[src/rtl/eth_tx_scheduler.sv]
// Purpose : slices JPEG images from the encoder->Ethernet FIFO into UDP payloads and requests frames.
// Latency : IDLE decision at edge N -> start_send high for one cycle after edge N+1.
// Backpres: waits while tx_busy is high; enforces GAP_CYCLES idle cycles after each tx_done.
//
// Ports:
//   eth_clk, rst        clock, asynchronous active-high reset
//   level               bytes readable on the FIFO read side
//   eoi, img_size       end-of-image pulse and the image byte count
//   tx_busy, tx_done    sender status and end-of-frame pulse
//   start_send          one-cycle frame request
//   pkt_len/seq/img/last header fields, stable from start_send through tx_done
//   err                 sticky protocol error
module eth_tx_scheduler #(
    parameter int PAYLOAD_BYTES = 1024,
    parameter int LEVEL_W       = 13,
    parameter int GAP_CYCLES    = 96
) (
    input  logic               eth_clk,
    input  logic               rst,
    input  logic [LEVEL_W-1:0] level,
    input  logic               eoi,
    input  logic [23:0]        img_size,
    input  logic               tx_busy,
    input  logic               tx_done,
    output logic               start_send,
    output logic [10:0]        pkt_len,
    output logic [15:0]        pkt_seq,
    output logic [7:0]         pkt_img,
    output logic               pkt_last,
    output logic               err
);

    localparam int GW = (GAP_CYCLES > 1) ? $clog2(GAP_CYCLES) : 1;
    localparam logic [GW-1:0] GAP_LAST = GW'((GAP_CYCLES > 0) ? GAP_CYCLES - 1 : 0);
    localparam logic [23:0]   PAY24    = 24'(PAYLOAD_BYTES);
    localparam logic [10:0]   PAY11    = 11'(PAYLOAD_BYTES);

    typedef enum logic [1:0] {ST_IDLE, ST_ARM, ST_SEND, ST_GAP} state_t;

    state_t        r_state;
    logic [23:0]   r_dispatched;
    logic [23:0]   r_size_q;
    logic          r_eoi_pending;
    logic [GW-1:0] r_gap_cnt;

    logic [23:0] w_rem;
    logic [10:0] w_len;
    logic        w_last_fit;
    logic [23:0] w_level;
    logic [23:0] w_disp_next;

    assign w_rem      = r_size_q - r_dispatched;
    assign w_len      = (w_rem < PAY24) ? w_rem[10:0] : PAY11;
    assign w_last_fit = (w_rem <= PAY24);
    assign w_level    = 24'(level);
    // Byte count including a packet being armed on this very edge, so an
    // eoi arriving alongside ARM is checked against the post-ARM total.
    assign w_disp_next = r_dispatched + ((r_state == ST_ARM) ? 24'(pkt_len) : 24'd0);

    always_ff @(posedge eth_clk or posedge rst) begin
        if (rst) begin
            r_state       <= ST_IDLE;
            r_dispatched  <= '0;
            r_size_q      <= '0;
            r_eoi_pending <= 1'b0;
            r_gap_cnt     <= '0;
            start_send    <= 1'b0;
            pkt_len       <= '0;
            pkt_seq       <= '0;
            pkt_img       <= '0;
            pkt_last      <= 1'b0;
            err           <= 1'b0;
        end else begin
            start_send <= 1'b0;

            // eoi is accepted in any state; a second one while pending is dropped.
            if (eoi) begin
                if (r_eoi_pending) begin
                    err <= 1'b1;
                end else begin
                    r_eoi_pending <= 1'b1;
                    if (img_size < w_disp_next) begin
                        // Image already over-dispatched: close it at what was sent.
                        r_size_q <= w_disp_next;
                        err      <= 1'b1;
                    end else begin
                        r_size_q <= img_size;
                    end
                end
            end

            if (tx_done && (r_state != ST_SEND)) begin
                err <= 1'b1;
            end

            case (r_state)
                ST_IDLE: begin
                    if (!tx_busy) begin
                        if (r_eoi_pending) begin
                            if (w_rem == 24'd0) begin
                                // Image ended on a packet boundary: close it without a frame.
                                pkt_img       <= pkt_img + 8'd1;
                                r_eoi_pending <= 1'b0;
                                r_dispatched  <= '0;
                            end else if (w_level >= 24'(w_len)) begin
                                pkt_len  <= w_len;
                                pkt_last <= w_last_fit;
                                r_state  <= ST_ARM;
                            end
                        end else if (w_level >= PAY24) begin
                            pkt_len  <= PAY11;
                            pkt_last <= 1'b0;
                            r_state  <= ST_ARM;
                        end
                    end
                end
                ST_ARM: begin
                    start_send   <= 1'b1;
                    r_dispatched <= r_dispatched + 24'(pkt_len);
                    r_state      <= ST_SEND;
                end
                ST_SEND: begin
                    if (tx_done) begin
                        pkt_seq   <= pkt_seq + 16'd1;
                        r_gap_cnt <= '0;
                        if (pkt_last) begin
                            pkt_img       <= pkt_img + 8'd1;
                            r_eoi_pending <= 1'b0;
                            r_dispatched  <= '0;
                        end
                        r_state <= (GAP_CYCLES == 0) ? ST_IDLE : ST_GAP;
                    end
                end
                ST_GAP: begin
                    if (r_gap_cnt == GAP_LAST) begin
                        r_state <= ST_IDLE;
                    end else begin
                        r_gap_cnt <= r_gap_cnt + 1'b1;
                    end
                end
                default: r_state <= ST_IDLE;
            endcase
        end
    end

endmodule

[config.mk]
export PLATFORM = sky130hd
export DESIGN_NAME = eth_tx_scheduler
export DESIGN_NICKNAME = d
export VERILOG_FILES = /design/src/rtl/eth_tx_scheduler.sv
export SDC_FILE = /design/constraint.sdc
export NUM_CORES = 1
export LEC_CHECK = 0
export CORE_MARGIN = 5
export CORE_UTILIZATION = 35
export DETAILED_ROUTE_END_ITERATION = 10
export SETUP_SLACK_MARGIN = 0.3
export SYNTH_ARGS = -nofsm -noshare
export SYNTH_HDL_FRONTEND = slang
export SYNTH_SLANG_ARGS = --single-unit
[constraint.sdc]
create_clock -name eth_clk -period 7.6 [get_ports eth_clk]
set_input_delay 1.52 -clock eth_clk [delete_from_list [all_inputs] [get_ports eth_clk]]
set_output_delay 1.52 -clock eth_clk [all_outputs]
set_load 0.005 [all_outputs]
==> impl_metrics.env, run 1 <==
export IMPL_ys_types=80
export IMPL_grt_use_total_pct=16.84
export IMPL_fin_nets=1144
export IMPL_min_period_ns=6.098
export IMPL_yosysTopAreaCellShare_pct=29.58
export IMPL_drt_iter0_drc=537
export IMPL_htreeDepth=3
export IMPL_worstSetupPathType="reg2reg"
export IMPL_ctsResizeCount=0
export IMPL_initial_core_util_pct=35.65
export IMPL_maxCapViolCount=0
export IMPL_post_cts_buffers=0
export IMPL_synth_top_cell_by_area="dfrtp_1"
export IMPL_cts_buffers_inserted=9
export IMPL_clkLatencyLatePin_ns=0.36
export IMPL_hold_ws_ns=0.4732
export IMPL_cp_max_fo=34
export IMPL_gp_congestion=0.8567
export IMPL_synthToLayoutAreaGrowth_pct=17.97
export IMPL_fin_tns_setup_ns=0
export IMPL_setup_viol=0
export IMPL_dp_hpwl_mm=17.49
export IMPL_synth_seq_cells=96
export IMPL_critPathCaptureType="register"
export IMPL_p_per_area_nw_per_um2=389.7
export IMPL_min_from="pkt_seq[15]$_DFFE_PP0P_"
export IMPL_maxSlewHeadroom_pct=30.60
export IMPL_syn_num_nets=1078
export IMPL_syn_cell_area_um2=8120
export IMPL_async_reset_ff_share_pct=100.0
export IMPL_cts_sinks=96
export IMPL_multi_input_comb_area_um2=5318
export IMPL_die_height_um=162.3
export IMPL_syn_area_per_cell_um2=8.575
export IMPL_hold_buffers=0
export IMPL_fin_worst_skew_ns=0.01470
export IMPL_seq_area_frac_synth_pct=29.58
export IMPL_layout_common_cells="nand2_1, dfrtp_1, ha_1"
export IMPL_status="completed"
export IMPL_synth_ff_type="dfrtp_1"
export IMPL_clkTransAtPathRegs_ns=0.08
export IMPL_timing_fmax_mhz=164.0
export IMPL_overflow=0
export IMPL_hold_class="reg2reg"
export IMPL_max_slew_worst_pin_slew_ns=1.034
export IMPL_crit_slowest_cell="a31oi_4"
export IMPL_antenna_found_initial=0
export IMPL_finalCritPeriodShare_pct=80.24
export IMPL_max_vdd_ir_drop_mv=0.1804
export IMPL_rsz0062_at_grt="false"
export IMPL_path_buf_inv=3
export IMPL_die_w_um=162.3
export IMPL_vias=7216
export IMPL_drt_antenna_violating_nets=0
export IMPL_routedWlPerCell_um=16.67
export IMPL_viasPerCell=5.421
export IMPL_grt_start_max_net_pins=51
export IMPL_core_area_um2=22780
export IMPL_critPathRequiredTime_ns=7.87
export IMPL_synth_edf_count=0
export IMPL_slew_violations=0
export IMPL_grt_pass1_wl_mm=36.00
export IMPL_drtPass1Iterations=5
export IMPL_rows=55
export IMPL_first_global_vias=6847
export IMPL_p_leak_uw=0.004129
export IMPL_cts_root_buf="clkbuf_16"
export IMPL_regArea_um2=2402
export IMPL_wl_mm=22.19
export IMPL_crit_arrival_ns=6.37
export IMPL_n_antenna_cell=0
export IMPL_portBuffers=79
export IMPL_rr_startpoint="r_state[1]$_DFFE_PP0P_"
export IMPL_final_common_cell="nand2_1"
export IMPL_startpoint_type="register"
export IMPL_cpMostUsedCell="a21o_1"
export IMPL_ioPinCount=80
export IMPL_syn_inst=947
export IMPL_ys_warn_count=0
export IMPL_drive_gt1_share_pct=5.894
export IMPL_startpoint="r_state[1]$_DFFE_PP0P_"
export IMPL_ys_top_cells_by_area="dfrtp_1, ha_1, xnor2_1"
export IMPL_hold_viol_final=0
export IMPL_cp_slowest_stage_delay_ns=0.80
export IMPL_drt_drc_violations_left=0
export IMPL_dieArea_um2=26350
export IMPL_clockBufferDepth=2
export IMPL_crit_family="compound AO/OA/AOI/OAI gates"
export IMPL_nFillCells=2311
export IMPL_cts_tree="yes"
-- metrics by stage --
| step | util, % | power [uW] | instances | area, um2 | setup WS, ns |
|---|---|---|---|---|---|
| finish | 42.05 | 3733 | 1331 | 9579 | 1.502 |
| global route | 42.05 | 4072 | 1331 | 9579 | 1.123 |
| CTS | 42.05 | 3734 | 1331 | 9579 | 1.510 |
| detailed placement | 40.68 | 3236 | 1315 | 9265 | 1.531 |
| global placement | 40.68 | 3209 | 1315 | 9265 | 1.687 |
| floorplan | - | 2602 | 947 | 8120 | 1.853 |
-- synthesized netlist by cell type (4+ instances only) --
library cell / n
ha_1: 86
a21o_1: 36
nand2b_1: 5
a31oi_1: 14
mux2_2: 4
xnor2_1: 50
o21bai_1: 8
nand4_1: 19
o21ai_0: 48
clkbuf_1: 26
o21a_1: 8
o2111ai_1: 6
o22ai_2: 9
nor2_1: 45
mux2i_1: 12
o31ai_1: 10
o21ai_1: 12
a2bb2oi_1: 6
nor3_1: 21
buf_2: 6
and2_1: 8
nor4_1: 4
inv_1: 74
nand3_1: 40
nand2_1: 102
dfrtp_1: 96
and3_1: 9
or3_1: 5
nor2b_1: 7
a21oi_1: 58
xor2_1: 21
a211oi_1: 11
o211ai_1: 13
-- state kept, by name, indices dropped and copies added (netlist names) --
name,cells
pkt_len,11
err,1
r_eoi_pending,1
r_dispatched,24
start_send,1
r_gap_cnt,7
r_state,2
pkt_img,8
pkt_seq,16
r_size_q,24
pkt_last,1
-- final timing paths --
kind | cells after the start | to | slack, ns
max | 26 | r_size_q[10]$_DFFE_PP0P_ | 1.50
min | 1 | pkt_seq[15]$_DFFE_PP0P_ | 0.47
min in group asynchronous | 2 | pkt_seq[14]$_DFFE_PP0P_ | 1.61
min reg2reg | 1 | pkt_seq[15]$_DFFE_PP0P_ | 0.47
max in group asynchronous | 3 | r_size_q[0]$_DFFE_PP0P_ | 4.86
max reg2reg | 26 | r_size_q[10]$_DFFE_PP0P_ | 1.50
-- kinds of logic after synthesis --
group	Yosys count	share of synthesized area, %
mux	16	2.034
simple gates	287	17.57
buf+inv	110	5.270
compound gates	277	23.70
xor+xnor	72	7.858
fa+ha+maj	89	13.99
flops	96	29.58
-- cell type report --
class	instances	area share, %
Tap cell	313	4.088
Clock buffer	9	2.351
Multi-Input combinational cell	741	55.51
Sequential cell	96	25.08
Clock inverter	7	0.9274
Timing Repair Buffer	89	9.039
Inverter	76	3.004
-- power breakdown --
group | total (uW) | switching [uW] | internal (uW)
Combinational | 2410 | 1450 | 965
Sequential | 839 | 189 | 650
Clock | 484 | 222 | 262
-- per-layer routing --
layer	GRT usage [%]	share of wire, %	up-vias	wire [um]
li1	-	-	3576	-
met1	25.16	50	3383	11090
met2	25.26	42	236	9321
met3	3.096	6.8	21	1518
met4	3.691	1.2	0	257
met5	0	0	-	0
No activity file was read; power rests on OpenSTA's default activity.
==> inputs of run 2 (changes only) <==
==> constraint.sdc (replaced) <==
create_clock -name eth_clk -period 5.7 [get_ports eth_clk]
set_input_delay 1.14 -clock eth_clk [delete_from_list [all_inputs] [get_ports eth_clk]]
set_output_delay 1.14 -clock eth_clk [all_outputs]
set_load 0.005 [all_outputs]
==> run 2 against run 1 <==
Compared with the run above: utilization is 1.1 points higher; combinational power is 41% higher; setup slack worse by 0.97 ns; clock skew is 0.0045 ns lower; global-route usage is 0.64 points higher; cell area is 2.6% higher; maximum frequency is 18% higher; sequential share of layout area is 0.64 points lower; flip-flop and latch count stayed put; non-clock buffer count is 21 higher; routed wire length is 4.9% higher.
==> impl_metrics.env, run 2 (same netlist as run 1, synthesis figures left out) <==
export IMPL_status="completed"
export IMPL_fin_worst_skew_ns=0.01019
export IMPL_rows=55
export IMPL_viasPerCell=5.401
export IMPL_slew_violations=0
export IMPL_crit_slowest_cell="a221o_1"
export IMPL_clkLatencyLatePin_ns=0.37
export IMPL_reg_top3="r_dispatched x24, r_size_q x24, pkt_seq x16"
export IMPL_final_area_um2=9828
export IMPL_hold_ws_ns=0.4772
export IMPL_critPathCaptureType="register"
export IMPL_wl_mm=23.27
export IMPL_cp_slowest_stage_delay_ns=0.43
export IMPL_p_leak_uw=0.004260
export IMPL_routedWlPerCell_um=17.20
export IMPL_drt_drc_violations_left=0
export IMPL_cts_buffers_inserted=9
export IMPL_layout_common_cells="nand2_1, dfrtp_1, ha_1"
export IMPL_min_period_ns=5.166
export IMPL_clockBufferDepth=2
export IMPL_hold_viol_final=0
export IMPL_core_area_um2=22780
export IMPL_overflow=0
export IMPL_hold_class="reg2reg"
export IMPL_crit_arrival_ns=5.47
export IMPL_crit_family="compound AO/OA/AOI/OAI gates"
export IMPL_grt_pass1_wl_mm=37.25
export IMPL_dieArea_um2=26350
export IMPL_fin_nets=1166
export IMPL_die_height_um=162.3
export IMPL_cp_max_fo=17
export IMPL_clkTransAtPathRegs_ns=0.07
export IMPL_maxCapViolCount=0
export IMPL_max_vdd_ir_drop_mv=0.1999
export IMPL_portBuffers=79
export IMPL_path_buf_inv=4
export IMPL_drive_gt1_share_pct=9.038
export IMPL_grt_start_max_net_pins=64
export IMPL_fin_tns_setup_ns=0
export IMPL_startpoint_type="register"
export IMPL_p_per_area_nw_per_um2=518.1
export IMPL_cts_tree="yes"
export IMPL_max_slew_worst_pin_slew_ns=1.068
export IMPL_drtPass1Iterations=5
export IMPL_ioPinCount=80
export IMPL_drt_antenna_violating_nets=0
export IMPL_worstSetupPathType="reg2reg"
export IMPL_rsz0062_at_grt="false"
export IMPL_final_common_cell="nand2_1"
export IMPL_timing_fmax_mhz=193.6
export IMPL_die_w_um=162.3
export IMPL_cts_sinks=96
export IMPL_gp_congestion=0.9158
export IMPL_cts_root_buf="clkbuf_16"
export IMPL_hold_buffers=0
export IMPL_final_core_util_pct=43.15
export IMPL_cpMostUsedCell="a21o_1"
export IMPL_vias=7307
export IMPL_maxSlewHeadroom_pct=28.47
export IMPL_finalCritPeriodShare_pct=90.63
export IMPL_critPathRequiredTime_ns=6.01
export IMPL_first_global_vias=7004
export IMPL_n_antenna_cell=0
export IMPL_dp_hpwl_mm=17.82
export IMPL_drt_iter0_drc=673
export IMPL_grt_use_total_pct=17.48
export IMPL_setup_viol=0
export IMPL_htreeDepth=3
export IMPL_ff2ff_setup_slack_ns=0.53
export IMPL_antenna_found_initial=0
export IMPL_placed_cell_area_um2=9338
export IMPL_initial_core_util_pct=35.65
export IMPL_synthToLayoutAreaGrowth_pct=21.03
[run 2: changes by cell type in the layout (fill, tap and decap cells not counted), moves of 2 or more]
cell,previous run,this run
buf_4,10,27
fa_2,0,2
fa_1,3,1
a21oi_2,0,2
buf_12,0,2
a21oi_1,58,56
[run 2: per-layer routing]
layer / up-vias / track usage [%] / routed length, um
met5: - / 0 / 0
met4: 0 / 3.806 / 246
met3: 15 / 3.400 / 1619
met2: 247 / 26.58 / 10140
met1: 3441 / 25.71 / 11270
li1: 3604 / - / -
[run 2: metrics by stage]
step,instances,setup slack (ns),power (uW)
2_1_floorplan,947,0.3474,3472
3_3_place_gp,1323,-0.04566,4334
3_5_place_dp,1323,-0.01760,4352
4_1_cts,1340,0.3141,5005
5_1_grt,1353,0.2700,5541
6_report,1353,0.5339,5092
[run 2: worst reg2reg max path: cells and delay by family (launching register included)]
kind,cells,cell delay [ns]
AO/OA/AOI/OAI,17,2.89
adder cells (fa/ha/maj),4,0.98
AND/OR/NAND/NOR,2,0.17
XOR/XNOR,1,0.10
buffers and inverters,4,0.56
flip-flops,1,0.40
[run 2: final cells by class]
class	instances	area [um2]
well taps	313	391.6
fillers	2264	12950
inverters	76	287.8
flip-flops and latches	96	2402
repair buffers	110	1070
clock inverters	6	51.30
clock buffers	10	239.0
multi-input cells	742	5386
[run 2: what timing repair did]
item | 4_1_cts | 5_1_grt
gates resized for setup | 5 | 12
setup endpoints to repair | 14 | 39
cloned | 1 | 1
buffers inserted | 0 | 12
pin swaps | 3 | 7
[run 2: report_power, final]
part / internal [uW] / switching [uW]
combinational: 1380 / 2010
clock: 316 / 305
sequential: 866 / 218
[run 2: path summary, 6_finish.rpt]
check | startpoint | to | cells after the start
min in group asynchronous | rst | pkt_seq[14]$_DFFE_PP0P_ | 2
hold reg to reg | pkt_seq[15]$_DFFE_PP0P_ | pkt_seq[15]$_DFFE_PP0P_ | 1
setup / recovery | r_state[1]$_DFFE_PP0P_ | r_size_q[19]$_DFFE_PP0P_ | 28
max in group asynchronous | rst | r_dispatched[7]$_DFFE_PP0P_ | 3
hold / removal | pkt_seq[15]$_DFFE_PP0P_ | pkt_seq[15]$_DFFE_PP0P_ | 1
setup reg to reg | r_state[1]$_DFFE_PP0P_ | r_size_q[19]$_DFFE_PP0P_ | 28
==> edit: new RTL, flow settings as in run 1 <==
The parameter `LEVEL_W` goes from 13 to 9.
--- a/src/rtl/eth_tx_scheduler.sv
+++ b/src/rtl/eth_tx_scheduler.sv
@@ -12,7 +12,7 @@
 //   err                 sticky protocol error
 module eth_tx_scheduler #(
     parameter int PAYLOAD_BYTES = 1024,
-    parameter int LEVEL_W       = 13,
+    parameter int LEVEL_W       = 9,
     parameter int GAP_CYCLES    = 96
 ) (
     input  logic               eth_clk,
Ports: changed (resized level); port bits go from 80 to 76. No check against the original RTL was run, so the function may have changed too.
==> edit against run 1 <==
Critical endpoint is now pkt_len[0]$_DFFE_PP0P_. Synthesized area decreased by 1.7%. Worst setup slack got worse by 0.44 ns. Count of clock-buffer cells in the layout increased by 2. Routed wire length decreased by 2.6%. Clock skew decreased by 0.0064 ns. Cell area decreased by 2.4%. Sequential power decreased by 23%. Sequential cell count unchanged. Power decreased by 33%. Largest cell class unchanged. Utilization decreased by 0.64 points. Clock power increased by 5.0%. Die area decreased by 1.6%.
==> edit: results (changes against run 1) <==
switching_share: 0.422  # was 0.497
postRouteWirelength_um: 21600  # was 22200 um
synth_compound_area_frac: 0.188  # was 0.237
grt_pass1_wl_um: 35700  # was 36000 um
synth_area_leaders: "dfrtp_1 30%, ha_1 13%, xnor2_1 4.7%, nand2_1 4.0%, a21oi_1 3.5%"  # was dfrtp_1 30%, ha_1 13%, xnor2_1 5.4%, nand2_1 4.7%, a21oi_1 3.6%
dpl.cell_count: 1268  # was 1315
finClkSkew_ns: 0.00829  # was 0.0147 ns
die_x_um: 161  # was 162 um
grt_pass1_vias: 6845  # was 6847
fillers: 2232  # was 2311
use_met2: 0.264  # was 0.253
peakVddDrop_v: 0.000114  # was 0.000180 V
worst-path-max-fanout: 12  # was 34
yosys.area_share.adder: 0.139  # was 0.140
synth_common_cells: "96 x dfrtp_1, 86 x nand2_1, 84 x ha_1"  # was 102 x nand2_1, 96 x dfrtp_1, 86 x ha_1
drive_gt1_frac: 0.0440  # was 0.0589
finalNetCount: 1119  # was 1144
outcome: "complete, no violations"  # unchanged
synth_xor_xnor_area_share: 0.0779  # was 0.0786
grt_max_degree: 57  # was 51
seq_area_frac_synth: 0.301  # was 0.296
num_vias: 6908  # was 7216
synth.avg_cell_area_um2: 8.56  # was 8.57 um2
met3_usage: 0.0273  # was 0.0310
gp_congestion: 0.864  # was 0.857
cts_setup_buffers: 0  # unchanged
tightest_slew_ns: 1.04  # was 1.03 ns
synth.distinct_cells: 66  # was 80
grt_use_total: 0.168  # about the same
arrival_ns: 6.77  # was 6.37 ns
place_hpwl_um: 16700  # was 17500 um
use_met1: 0.238  # was 0.252
port_buffers: 75  # was 79
placed_cell_area_um2: 9020  # was 9270 um2
drt_iter0_markers: 385  # was 537
[edit: cell types whose count changed after synthesis, moves of 9 or more]
cell     delta
a21o_1     -12
a31oi_1     -9
and2_1     +11
mux2_2      +9
mux2i_1    +10
nand2_1    -16
nor2_1     +16
o21ai_1    -10
o22ai_2     -9
[edit: final cells by class]
cell class	count	share of cell area
Multi-Input combinational cell	737	0.556
Inverter	67	0.0272
Timing Repair Buffer	83	0.0867
Tap cell	285	0.0381
Clock inverter	5	0.00843
Sequential cell	96	0.257
Clock buffer	11	0.0270
[edit: worst paths after layout]
kind,slack (ns),start,cells past startpoint,to
setup / recovery,1.06,r_dispatched[11]$_DFFE_PP0P_,22,pkt_len[0]$_DFFE_PP0P_
hold / removal,0.46,pkt_img[7]$_DFFE_PP0P_,1,pkt_img[7]$_DFFE_PP0P_
setup reg to reg,1.06,r_dispatched[11]$_DFFE_PP0P_,22,pkt_len[0]$_DFFE_PP0P_
hold reg to reg,0.46,pkt_img[7]$_DFFE_PP0P_,1,pkt_img[7]$_DFFE_PP0P_
max in group asynchronous,4.90,rst,3,r_size_q[5]$_DFFE_PP0P_
min in group asynchronous,1.56,rst,2,r_size_q[21]$_DFFE_PP0P_
[edit: metal layers]
| layer | vias to the layer above | part of all wire |
|---|---|---|
| met1 | 3256 | 0.50 |
| met2 | 158 | 0.44 |
| met3 | 24 | 0.041 |
| met5 | - | 0.0025 |
| li1 | 3468 | - |
| met4 | 2 | 0.018 |
[edit: power groups by stage]
stage,Combinational [mW],Clock [mW],Sequential (mW)
2_1_floorplan,0.993,0,0.634
3_3_place_gp,1.31,0,0.654
3_5_place_dp,1.33,0,0.655
4_1_cts,1.33,0.522,0.645
5_1_grt,1.50,0.539,0.655
6_report,1.33,0.508,0.645
[edit: through the flow]
| stage | worst slack, ns | util |
|---|---|---|
| after floorplan | 1.64 | - |
| after global placement | 1.15 | 0.400 |
| after detailed placement | 1.08 | 0.400 |
| after CTS | 1.05 | 0.414 |
| after global routing | 0.439 | 0.414 |
| final | 1.06 | 0.414 |
[edit: critical path, cell delays in order, from the launching register on]
cell	delay [ns]
dfrtp_1	0.56
inv_1	0.12
ha_1	0.41
a21o_1	0.21
a21o_1	0.17
a2111o_1	0.49
nor4b_1	0.27
a311oi_1	0.11
a211o_1	0.30
or4_4	0.52
nor4b_4	0.52
nor2b_1	0.23
ha_1	0.24
nand2b_1	0.14
a21o_1	0.17
a21o_1	0.16
a21o_1	0.16
a21o_1	0.17
a21o_1	0.17
a2111oi_0	0.38
nor3_1	0.17
nand4_2	0.36
mux2_1	0.36
